File: src/rtl/pp_writeback.sv
// Post-process writeback: buffers packed int8 vectors in a small FIFO and streams them as 32-bit words to SRAM.
// Optional stall performance counter is built when PP_WRITEBACK_PERF_EN is defined.
module pp_writeback #(
    parameter int LANES = 32,
    parameter int DEPTH = 4,
    parameter int AW    = 16
) (
    input  logic                 clk,
    input  logic                 rst_n,
    input  logic                 in_valid,
    input  logic [LANES*8-1:0]   in_data,
    input  logic                 cfg_start,
    input  logic [AW-1:0]        cfg_base,
    input  logic [15:0]          cfg_num_vec,
    output logic                 mem_req,
    output logic [AW-1:0]        mem_addr,
    output logic [31:0]          mem_wdata,
    input  logic                 mem_gnt,
    output logic                 busy,
    output logic                 done,
    output logic                 overflow,
    output logic [31:0]          stall_cnt
);

    localparam int WPV = LANES / 4;
    localparam int VW  = LANES * 8;
    localparam int WCW = (WPV > 1) ? $clog2(WPV) : 1;
    localparam int PW  = $clog2(DEPTH) + 1;

    typedef enum logic [1:0] {
        IDLE   = 2'd0,
        FETCH  = 2'd1,
        WRITE  = 2'd2,
        FINISH = 2'd3
    } state_e;

    function automatic logic [31:0] word_of(input logic [VW-1:0] v, input logic [WCW-1:0] k);
        return v[int'(k)*32 +: 32];
    endfunction

    state_e          state_q, state_d;
    logic [15:0]     num_vec_q, num_vec_d;
    logic [15:0]     vec_cnt_q, vec_cnt_d;
    logic [WCW-1:0]  word_cnt_q, word_cnt_d;
    logic [VW-1:0]   vec_q, vec_d;
    logic [AW-1:0]   mem_addr_q, mem_addr_d;
    logic [31:0]     mem_wdata_q, mem_wdata_d;
    logic            mem_req_q, mem_req_d;
    logic            busy_q, busy_d;
    logic            done_q, done_d;
    logic            overflow_q, overflow_d;
    logic [PW-1:0]   wr_ptr_q, wr_ptr_d;
    logic [PW-1:0]   rd_ptr_q, rd_ptr_d;
    logic [VW-1:0]   fifo_mem [DEPTH];
    logic            empty_s, full_s, push_s, pop_s, start_s;
    logic [VW-1:0]   head_s;

    assign empty_s = (wr_ptr_q == rd_ptr_q);
    assign full_s  = (wr_ptr_q[PW-1] != rd_ptr_q[PW-1]) &&
                     (wr_ptr_q[PW-2:0] == rd_ptr_q[PW-2:0]);
    assign head_s  = fifo_mem[rd_ptr_q[PW-2:0]];
    assign start_s = (state_q == IDLE) && cfg_start;

    // Next-state, datapath and FIFO-pointer logic
    always_comb begin
        state_d     = state_q;
        num_vec_d   = num_vec_q;
        vec_cnt_d   = vec_cnt_q;
        word_cnt_d  = word_cnt_q;
        vec_d       = vec_q;
        mem_addr_d  = mem_addr_q;
        mem_wdata_d = mem_wdata_q;
        overflow_d  = overflow_q;
        wr_ptr_d    = wr_ptr_q;
        rd_ptr_d    = rd_ptr_q;
        pop_s       = 1'b0;
        push_s      = 1'b0;

        case (state_q)
            IDLE: begin
                if (cfg_start) begin
                    num_vec_d  = cfg_num_vec;
                    mem_addr_d = cfg_base;
                    vec_cnt_d  = 16'd0;
                    word_cnt_d = '0;
                    state_d    = FETCH;
                end else begin
                    state_d = IDLE;
                end
            end
            FETCH: begin
                if (vec_cnt_q == num_vec_q) begin
                    state_d = FINISH;
                end else if (!empty_s) begin
                    pop_s       = 1'b1;
                    vec_d       = head_s;
                    word_cnt_d  = '0;
                    mem_wdata_d = head_s[31:0];
                    state_d     = WRITE;
                end else begin
                    state_d = FETCH;
                end
            end
            WRITE: begin
                if (mem_gnt) begin
                    mem_addr_d = mem_addr_q + AW'(1);
                    if (word_cnt_q == WCW'(WPV - 1)) begin
                        vec_cnt_d = vec_cnt_q + 16'd1;
                        state_d   = FETCH;
                    end else begin
                        word_cnt_d  = word_cnt_q + WCW'(1);
                        mem_wdata_d = word_of(vec_q, word_cnt_q + WCW'(1));
                    end
                end else begin
                    state_d = WRITE;
                end
            end
            FINISH: begin
                state_d = IDLE;
            end
            default: begin
                state_d = IDLE;
            end
        endcase

        // A full FIFO still accepts when the head leaves in the same cycle
        push_s = in_valid && busy_q && (!full_s || pop_s);

        if (start_s) begin
            wr_ptr_d = '0;
            rd_ptr_d = '0;
        end else begin
            wr_ptr_d = push_s ? (wr_ptr_q + PW'(1)) : wr_ptr_q;
            rd_ptr_d = pop_s  ? (rd_ptr_q + PW'(1)) : rd_ptr_q;
        end

        // A dropped vector must stay visible even if a start clears the flag in the same cycle
        if (in_valid && !push_s) begin
            overflow_d = 1'b1;
        end else if (start_s) begin
            overflow_d = 1'b0;
        end else begin
            overflow_d = overflow_q;
        end

        mem_req_d = (state_d == WRITE);
        done_d    = (state_d == FINISH);
        busy_d    = (state_d != IDLE);
    end

    // State and datapath registers
    always_ff @(posedge clk or negedge rst_n) begin
        if (!rst_n) begin
            state_q     <= IDLE;
            num_vec_q   <= 16'd0;
            vec_cnt_q   <= 16'd0;
            word_cnt_q  <= '0;
            vec_q       <= '0;
            mem_addr_q  <= '0;
            mem_wdata_q <= 32'd0;
            mem_req_q   <= 1'b0;
            busy_q      <= 1'b0;
            done_q      <= 1'b0;
            overflow_q  <= 1'b0;
            wr_ptr_q    <= '0;
            rd_ptr_q    <= '0;
        end else begin
            state_q     <= state_d;
            num_vec_q   <= num_vec_d;
            vec_cnt_q   <= vec_cnt_d;
            word_cnt_q  <= word_cnt_d;
            vec_q       <= vec_d;
            mem_addr_q  <= mem_addr_d;
            mem_wdata_q <= mem_wdata_d;
            mem_req_q   <= mem_req_d;
            busy_q      <= busy_d;
            done_q      <= done_d;
            overflow_q  <= overflow_d;
            wr_ptr_q    <= wr_ptr_d;
            rd_ptr_q    <= rd_ptr_d;
        end
    end

    // Vector storage; contents are don't-care until written, so no reset
    always_ff @(posedge clk) begin
        if (push_s) begin
            fifo_mem[wr_ptr_q[PW-2:0]] <= in_data;
        end
    end

`ifdef PP_WRITEBACK_PERF_EN
    logic [31:0] stall_q;

    // Saturating count of cycles where a write waits for grant
    always_ff @(posedge clk or negedge rst_n) begin
        if (!rst_n) begin
            stall_q <= 32'd0;
        end else if (start_s) begin
            stall_q <= 32'd0;
        end else if (mem_req_q && !mem_gnt && (stall_q != 32'hFFFF_FFFF)) begin
            stall_q <= stall_q + 32'd1;
        end
    end

    assign stall_cnt = stall_q;
`else
    assign stall_cnt = 32'd0;
`endif

    assign mem_req   = mem_req_q;
    assign mem_addr  = mem_addr_q;
    assign mem_wdata = mem_wdata_q;
    assign busy      = busy_q;
    assign done      = done_q;
    assign overflow  = overflow_q;

endmodule

File: config.mk
export PLATFORM = sky130hd
export DESIGN_NAME = pp_writeback
export DESIGN_NICKNAME = d
export VERILOG_FILES = /design/src/rtl/pp_writeback.sv
export SDC_FILE = /design/constraint.sdc
export NUM_CORES = 2
export LEC_CHECK = 0
export CAP_MARGIN = 40
export CORE_AREA = 5 5 500 255
export CTS_CLUSTER_DIAMETER = 40
export CTS_CLUSTER_SIZE = 12
export DETAILED_ROUTE_END_ITERATION = 8
export DIE_AREA = 0 0 505 260
export GPL_TIMING_DRIVEN = 1
export PLACE_DENSITY_LB_ADDON = 0.05
export SKIP_LAST_GASP = 1
export SYNTH_ARGS = -nofsm -noshare
export SYNTH_HDL_FRONTEND = slang
export SYNTH_SLANG_ARGS = --single-unit
File: constraint.sdc
create_clock -name clk -period 29.3 [get_ports clk]
set_clock_uncertainty 0.15 [all_clocks]
set_input_delay 5.86 -clock clk [delete_from_list [all_inputs] [get_ports clk]]
set_output_delay 5.86 -clock clk [all_outputs]
set_load 0.005 [all_outputs]
Word level (Yosys, flattened, before mapping) --
Memory sizes are Yosys's and may differ from the RTL's. Cells that the tools add are included.
Storage, ports and cells: memories 1, bits in registers 351, RAM bits 1024
Cells by class: reductions and logical operators 22, equal/unequal tests 16, shifts and indexed selects 1, bitwise operators 2, mux-type cells 35, $add $sub $neg 5
Memory list:
- fifo_mem | depth 4, bits a word 256, read ports 1, clocked after Yosys merged registers in 0, write ports 1, line 54 | logic [VW-1:0] fifo_mem [DEPTH];
Operators with widths (number):
- 256-bit by 9-bit indexed part select with 32-bit output | 1
- 32-bit 2-to-1 mux | 4
- 16-bit 2-to-1 mux | 5
- 16-bit one-hot mux with 2 select lines | 2
- 32-bit one-hot mux with 2 select lines | 1
- 16-bit by 1-bit adder with 16-bit output (second input constant) | 2
- 3-bit 2-to-1 mux | 9
- 16-bit == test | 1
- 2-bit inequality test (second input constant) | 6
- 2-bit nonzero test | 6
- 3-bit by 1-bit adder with 3-bit output (second input constant) | 3
- 3-bit one-hot mux with 3 select lines | 1
- 2-bit == test (second input constant) | 4
- 1-bit 2-to-1 mux | 8
- 2-bit 2-to-1 mux | 4
- 2-bit one-hot mux with 4 select lines | 1
- 3-bit AND reduction | 2
- 6-bit AND reduction | 1
- 1-bit logical AND | 5
- 5-bit AND reduction | 1
- 4-bit AND reduction | 1
- 3-bit == test | 1
- 3-bit == test (second input constant) | 1
- 3-bit nonzero test | 1
- other kinds (8) | 10

Depth between registers and ports, before layout --
depth in word-level cells 9, depth in mapped cells 8, gate-level depth less buffers 7

Worst setup path after synthesis --
No wires, ideal clock.
kind input to register, start input in_valid, end register wr_ptr_q[2], stages on the path 3, buffers on the path 0, path slack 3.728 ns, arrival time 24.596 ns, cell sequence nand4_1 o21ai_0 mux2i_1
On the way: word-level cells in the longest chain between the ends 3
Ends and longest elaborated chain:
- start, declared | line 10 | input logic in_valid,
- 1-bit logical AND (2 in a row) | line 127 | push_s = in_valid && busy_q && (!full_s || pop_s);
- 2-bit nonzero test (no source line)
- end signal, assigned | line 179 | wr_ptr_q <= wr_ptr_d;
- end, declared | line 52 | logic [PW-1:0] wr_ptr_q, wr_ptr_d;
Every way passes these cells. A chain may end at the register's enable or synchronous reset.

Worst setup path after layout --
start input in_valid, end memory fifo_mem[2][148] (netlist name) (enable)
On the way: word-level cells in the longest chain between the ends 4
Ends and longest elaborated chain:
- 1-bit logical AND (2 in a row) | line 127
- 1-bit 2-to-1 mux | line 186 | if (push_s) begin
- 1-bit 2-to-1 mux (implied by the code) | line 187 | fifo_mem[wr_ptr_q[PW-2:0]] <= in_data;
- end, declared | line 54
Every way passes these cells.

==> impl_results.md <==
* Peak supply drop at about 0.071 mV
* EDFF count, synth at just over 1k
* Core Rows at 91
* Total negative slack at 0 ps
* Final Routed Wirelength at 127000 um
* Placed wire-length estimate at a little under 80000 um
* Fraction of registers with async set or reset after synthesis at 0.255
* Power density over cell area at 102 mW/mm^2
* Main area contributors after synthesis: sky130_fd_sc_hd__edfxtp_1 (57%), sky130_fd_sc_hd__dfrtp_1 (16%), sky130_fd_sc_hd__mux4_2 (13%)
* Final clock period utilization by the worst path at 0.320
* Area of the core at ~0.12 sq mm
* Hold slack at 334 ps
* Transition time at the pin with the least slew margin at 1050 ps
* Layout cell share with drive strength beyond 1 at 0.209
* Sort of element at the end of the critical path: flip-flop
* Largest net degree at the start of global routing at roughly 140
* Final standard cell area without fillers at 0.0636 sq mm
* Synth area leader: sky130_fd_sc_hd__edfxtp_1
* Critical path startpoint category: primary input
* Instance count of the mapped netlist at between 2k and 3k
* Synthesized area divided by synthesized cell count at 21.0 sq um
* Final ANT Viol Nets at 0
* Delay of the slowest cell on the worst path at approximately 750 ps
* Floorplan die height at between 200 and 300 um
* Cell Area, Placed at 0.0592 sq mm
* Sw frac at 0.295
* Fraction of power consumed by combinational cells at 0.292
* R2R depth at 10
* Routed length per instance at roughly 27 um
* Crit path cell chain: clkdlybuf4s50_1 > nand3_1 > o21ai_1 > and2_4 > buf_4 > buf_16 > buf_4 > buf_4
* Final-report max-slew violation count at 0
* DRC violation count after routing at 0
* Max-cap check violation count at 0
* First-pass DRT Iterations at 5
* Biggest fanout along the worst timing path at 51
* Maximum clock frequency at between 0.1 and 0.15 GHz
* Number of global-route vias before repair at approximately 27k
* Clock Pin Slew Worst Setup and Hold Paths at approximately 50 ps
* Final min period at 9370 ps
* Top-Level Pins at 377
* Clock insertion delay at the later pin of the skew report at around 740 ps
* Hold/Removal Path Class: reg -> reg
* Setup repair after global routing missed its margin: no
* Count of cells resized by post-cts repair at 0
* Distinct cells, synth at 57
* Post-synthesis to final-layout area growth at 18.7%
* Worst path slowest cell: sky130_fd_sc_hd__and2_4
* Total leakage power at 21.6 nW
* Number of clock buffers inserted by TritonCTS at 140
* First-pass GRT wire length at 187000 um
* H-Tree Level Count at 4
* Overall die width at 505 um
* Net switching power at 1.92 mW
* Relative slew slack at 0.301
* Most repeated library cell on the critical path: sky130_fd_sc_hd__buf_4
* Via count at between 20k and 30k
* Buffer type at the clock tree root: sky130_fd_sc_hd__clkbuf_16
* Final hold viol count at 0
* Antenna violations before repair at 15
* Overall track demand over capacity in global routing at 0.193
* Setup violators final at 0
* Number of warning messages in the yosys log at 0
* Synth top area share at 0.574
* Required @ worst endpoint at 29510 ps
* Sequential share of power at 0.444
* Synth Register Bits at about 1.4k
* Fill count at 9552
* Number of instances on the worst hold path at 1
* Number of buffers on the longest clock path at 3
* Post-CTS Hold Fix Bufs at 0
* I/O Buffers at between 300 and 400
* Overall die area at 0.131 sq mm
* Internal Power at 4.59 mW
* CTS tree: built
* Number of buffers inserted to repair setup after CTS at 0
* Total Nets Final at 3272
* Total clock sinks at approximately 1.4k
* Vias per std cell at 5.43
* Initial DRC Count at about 1.7k
* Initial Util at 0.437
* Post-Syn Area at 0.0535 sq mm
* Share of total power in the clock network at 0.264
* Final estimated routing congestion in global placement at around 0.77
* Outcome: completed
* WP data arrival at between 9000 and 10000 ps
* Type of the setup path with the least slack: in -> reg
* Top flip-flop cell by instance count after synthesis: sky130_fd_sc_hd__edfxtp_1
* Total design power at 6.51 mW
* Sequential area share after synthesis at 0.738
* Total global routing overflow at 0
## routing by layer
| layer | track usage | up-vias | wire length [um] |
|---|---|---|---|
| li1 | - | 11100 | - |
| met1 | 0.276 | 13900 | 57100 |
| met2 | 0.310 | 539 | 62000 |
| met3 | 0.0362 | 151 | 5600 |
| met4 | 0.0485 | 8 | 1920 |
| met5 | 0 | - | 54 |
## cells in the final DEF, fill, tap and decap left out, drive strengths merged, types with 13 or more instances in the layout
| cell type | count |
|---|---|
| mux2i | 35 |
| conb | 32 |
| edfxtp | 1024 |
| a21oi | 61 |
| buf | 65 |
| nor2 | 66 |
| mux4 | 320 |
| inv | 21 |
| clkdlybuf4s50 | 343 |
| nand4 | 13 |
| mux2 | 289 |
| nand2 | 80 |
| dfrtp | 351 |
| o21ai | 22 |
| clkbuf | 231 |
| xor2 | 22 |
## cells by family after synthesis
| logic type | synth area share |
|---|---|
| muxes | 0.204 |
| other | 0.0000700 |
| AOI/OAI and AO/OA | 0.0124 |
| and+or+nand+nor | 0.0185 |
| buffers and inverters | 0.0197 |
| adders and majority gates | 0.00210 |
| xor gates and xnor gates | 0.00491 |
| DFF | 0.738 |
## critical path, delay by kind of cell
kind                   cells  cell delay [ps]
and+or+nand+nor            2              880
AOI/OAI and AO/OA          1              410
buffers and inverters      5             2230
## synth_stat cells (3+ instances only)
library cell	count
sky130_fd_sc_hd__edfxtp_1	1024
sky130_fd_sc_hd__dfrtp_1	351
sky130_fd_sc_hd__mux4_2	320
sky130_fd_sc_hd__mux2_1	229
sky130_fd_sc_hd__nand2_1	79
sky130_fd_sc_hd__nor2_1	66
sky130_fd_sc_hd__a21oi_1	61
sky130_fd_sc_hd__clkbuf_1	49
sky130_fd_sc_hd__buf_2	41
sky130_fd_sc_hd__buf_4	38
sky130_fd_sc_hd__mux2i_1	35
sky130_fd_sc_hd__mux2_2	30
sky130_fd_sc_hd__mux2_4	30
sky130_fd_sc_hd__buf_6	22
sky130_fd_sc_hd__xor2_1	22
sky130_fd_sc_hd__o21ai_0	21
sky130_fd_sc_hd__nand3_1	12
sky130_fd_sc_hd__nand4_1	12
sky130_fd_sc_hd__inv_1	11
sky130_fd_sc_hd__ha_1	9
sky130_fd_sc_hd__buf_1	8
sky130_fd_sc_hd__xnor2_1	8
sky130_fd_sc_hd__nor3_1	5
sky130_fd_sc_hd__or3_1	5
sky130_fd_sc_hd__a31oi_1	4
sky130_fd_sc_hd__nand2b_1	4
sky130_fd_sc_hd__nor3b_1	4
sky130_fd_sc_hd__o22ai_1	4
sky130_fd_sc_hd__and2_1	3
sky130_fd_sc_hd__and3_1	3
sky130_fd_sc_hd__buf_12	3
sky130_fd_sc_hd__nor4_2	3
## sequential cells by signal, indices dropped and copies added, names as in the netlist
| signal | flops |
|---|---|
| vec_cnt_q | 16 |
| mem_req | 1 |
| overflow | 1 |
| mem_wdata | 32 |
| wr_ptr_q | 3 |
| done | 1 |
| busy | 1 |
| num_vec_q | 16 |
| state_q | 2 |
| mem_addr | 16 |
| vec_q | 256 |
| rd_ptr_q | 3 |
| fifo_mem | 1024 |
| word_cnt_q | 3 |
## area by class of cell
class / count / area, sq um / area share
Antenna cell: 8 / 20.0 / 0.000315
Clock buffer: 231 / 4100 / 0.0644
Inverter: 11 / 41.3 / 0.000650
Tap cell: 1627 / 2040 / 0.0320
Multi-Input combinational cell: 1034 / 13100 / 0.207
Timing Repair Buffer: 408 / 4430 / 0.0697
Sequential cell: 1375 / 39500 / 0.622
Clock inverter: 24 / 255 / 0.00402
## per-stage QoR
stage / util / instances / setup slack (ps)
2_1_floorplan: - / 2581 / 3730
3_3_place_gp: 0.478 / 4428 / 18360
3_5_place_dp: 0.484 / 4455 / 19140
4_1_cts: 0.519 / 4710 / 19930
5_1_grt: 0.519 / 4716 / 19740
6_report: 0.519 / 4718 / 19930
## worst paths after layout
check                                         from                    endpoint  slack (ps)
min reg2reg                 vec_q[254]$_DFFE_PN0P_      vec_q[254]$_DFFE_PN0P_         330
min                         vec_q[254]$_DFFE_PN0P_      vec_q[254]$_DFFE_PN0P_         330
min in group asynchronous                    rst_n    num_vec_q[9]$_DFFE_PN0P_        4980
max                                       in_valid  fifo_mem[2][148]$_DFFE_PP_       19930
max reg2reg                rd_ptr_q[0]$_DFFE_PN0P_   mem_wdata[23]$_DFFE_PN0P_       24030
max in group asynchronous                    rst_n       vec_q[62]$_DFFE_PN0P_       21780
## power by group through the flow
stage               Clock, mW  Combinational (mW)  Sequential (mW)
floorplan                   0                1.32             2.92
global placement            0                1.84             2.93
detailed placement          0                1.95             2.94
CTS                      1.77                1.95             2.90
global route             1.85                2.06             2.94
finish                   1.72                1.90             2.89
No activity file was read; power rests on OpenSTA's default activity.
==> RTL change, RTL diff (same flow settings) <==
Register the input `cfg_num_vec` before use. The logic sees it one clock later. The other inputs are not delayed to match.
--- a/src/rtl/pp_writeback.sv
+++ b/src/rtl/pp_writeback.sv
@@ -36,2 +36,8 @@
 
+    logic [15:0] cfg_num_vec_q;
+
+    always_ff @(posedge clk) begin
+        cfg_num_vec_q <= cfg_num_vec;
+    end
+
     function automatic logic [31:0] word_of(input logic [VW-1:0] v, input logic [WCW-1:0] k);
@@ -81,3 +87,3 @@
                 if (cfg_start) begin
-                    num_vec_d  = cfg_num_vec;
+                    num_vec_d  = cfg_num_vec_q;
                     mem_addr_d = cfg_base;
Behaviour: not the same (Yosys sat finds a counterexample within 4 cycles, from zero or initial values and one cycle with rst_n low).
==> RTL change against the original RTL <==
  * Final cell count grew 0.34%
  * Total power is essentially flat
  * Critical path depth shrank 2
  * Sequential cell count grew 16
  * Wire length shrank 0.59%
  * Synthesized area grew 0.57%
  * Register-to-register slack gained 580 ps
  * Non-clock buffer count shrank 11
  * Maximum frequency grew 1.5%
  * Final area grew 0.32%
  * Worst setup slack gained 140 ps
  * Via count grew 0.89%
==> RTL change: results (changes against the original RTL) <==
stage	metric	value	unit	change
logic_synthesis	Post-synth EDFFs	1024		unchanged
cells_and_area	Largest register FFs	1024		unchanged
pwr	maximum vdd drop	73.3	µV	was 71.5 µV
grt	vias in the first global route	27632		was 26,836
cts	Worst-path clk slew	60	ps	
placement	number of port buffers	344		unchanged
setup_path	CP arrival	9420	ps	was 9580 ps
grt	Global Route Usage Sum	19.3	%	about the same
sta	headroom to the max-slew limit	13.0	%	was 30.1%
cells_and_area	Final #Nets	3279		was 3,272
status	status	complete, no violations		unchanged
logic_synthesis	Compound-Gate Fraction of Synth Area	1.23	%	was 1.24%
setup_path	critical path peak fanout	126		was 51
cts	Clock Path Buffers	3		unchanged
cts	Clock Tree Root	clkbuf_16		unchanged
pwr	Lkg Pwr	21.7	nW	was 21.6 nW
grt	initial antenna violation count	21		was 15
logic_synthesis	post-synthesis mux area share	20.3	%	was 20.4%
routing	drt first-iter violations	1931		was 1,739
cells_and_area	fraction of layout cells with a size suffix above 1	20.0	%	was 20.9%
routing	vias per cell	5.46		was 5.43
placement	Setup WS pre-CTS	19410	ps	was 19,140 ps
routing	drt pass-1 iters	5		unchanged
min_path	Worst Hold Class	reg2reg		unchanged
logic_synthesis	post-synthesis cell type count	57		unchanged
placement	post-DP HPWL	77900	µm	was 79,200 µm
placement	placer congestion estimate	0.795		was 0.767
placement	Area after DPL	59300	µm²	was 59,200 µm²
cts	clk_lat worst skew	720	ps	was 740 ps
cts	cts bufs inserted	142		was 140
logic_synthesis	synthesis warning total	0		unchanged
grt	first-pass GRT wire length	187000	µm	about the same
logic_synthesis	XOR/XNOR Fraction of Synth Area	0.488	%	was 0.491%
logic_synthesis	post-synthesis sequential area ratio	74.0	%	was 73.8%
logic_synthesis	adder-cell share of the synthesized area	0.209	%	was 0.210%
cts	CTS H-tree lvls	4		unchanged
grt	largest net degree at the start of global routing	127		was 137
cts	postcts setup bufs	0		unchanged
routing	WL/cell	26.6	µm	was 26.8 µm
logic_synthesis	top cells by area, synth	edfxtp_1, dfrtp_1, mux4_2		unchanged
logic_synthesis	asr flop ratio synth	25.2	%	was 25.5%
logic_synthesis	top post-synthesis cells by count	edfxtp_1, dfrtp_1, mux4_2, mux2_1, nand2_1		unchanged
cts	PostCTS Resize Cnt	0		unchanged
## RTL change: cell count changes after synthesis, sizes merged
cell	delta
dfxtp	+16
clkbuf	-1
buf	+1
## RTL change: metal layers
layer	track usage [%]	wire length, µm
met1	27.6	56400
met5	0	48
met3	3.77	6510
met4	5.13	2280
met2	30.8	60700
## RTL change: final timing paths
kind	from	depth (start not counted)	end	slack, ps
max	in_valid	6	fifo_mem[2][207]$_DFFE_PP_	20070
min	cfg_num_vec_q[14]$_DFF_P_	2	num_vec_q[14]$_DFFE_PN0P_	260
max reg2reg	rd_ptr_q[1]$_DFFE_PN0P_	7	fifo_mem[2][207]$_DFFE_PP_	24610
min reg2reg	cfg_num_vec_q[14]$_DFF_P_	2	num_vec_q[14]$_DFFE_PN0P_	260
max in group asynchronous	rst_n	4	vec_q[129]$_DFFE_PN0P_	21840
min in group asynchronous	rst_n	1	mem_addr[13]$_DFFE_PN0P_	5060
## RTL change: final cells by class
| type | count | area (µm²) |
|---|---|---|
| Antenna cell | 15 | 37.5 |
| Multi-Input combinational cell | 1034 | 13100 |
| Clock inverter | 25 | 244 |
| Timing Repair Buffer | 397 | 4240 |
| Fill cell | 9640 | 58600 |
| Clock buffer | 234 | 4170 |
| Inverter | 11 | 41.3 |
| Sequential cell | 1391 | 39900 |
| Tap cell | 1627 | 2040 |
## RTL change: critical path: stages
cell and delay [ps]:
clkdlybuf4s50_1 600, nand3_1 110, o21ai_1 410, and2_4 660, buf_12 480, buf_4 750
## RTL change: power by group
group	switching (mW)	leakage [nW]	internal, mW	total [mW]
registers	0.231	13.7	2.68	2.91
clock network	0.729	2.13	0.999	1.73
logic	0.950	5.92	0.923	1.87
## RTL change: stage by stage
stage,std cells,hold slack [ps]
floorplan,2597,248
global placement,4442,268
detailed placement,4460,260
CTS,4719,267
global route,4726,290
finish,4734,262
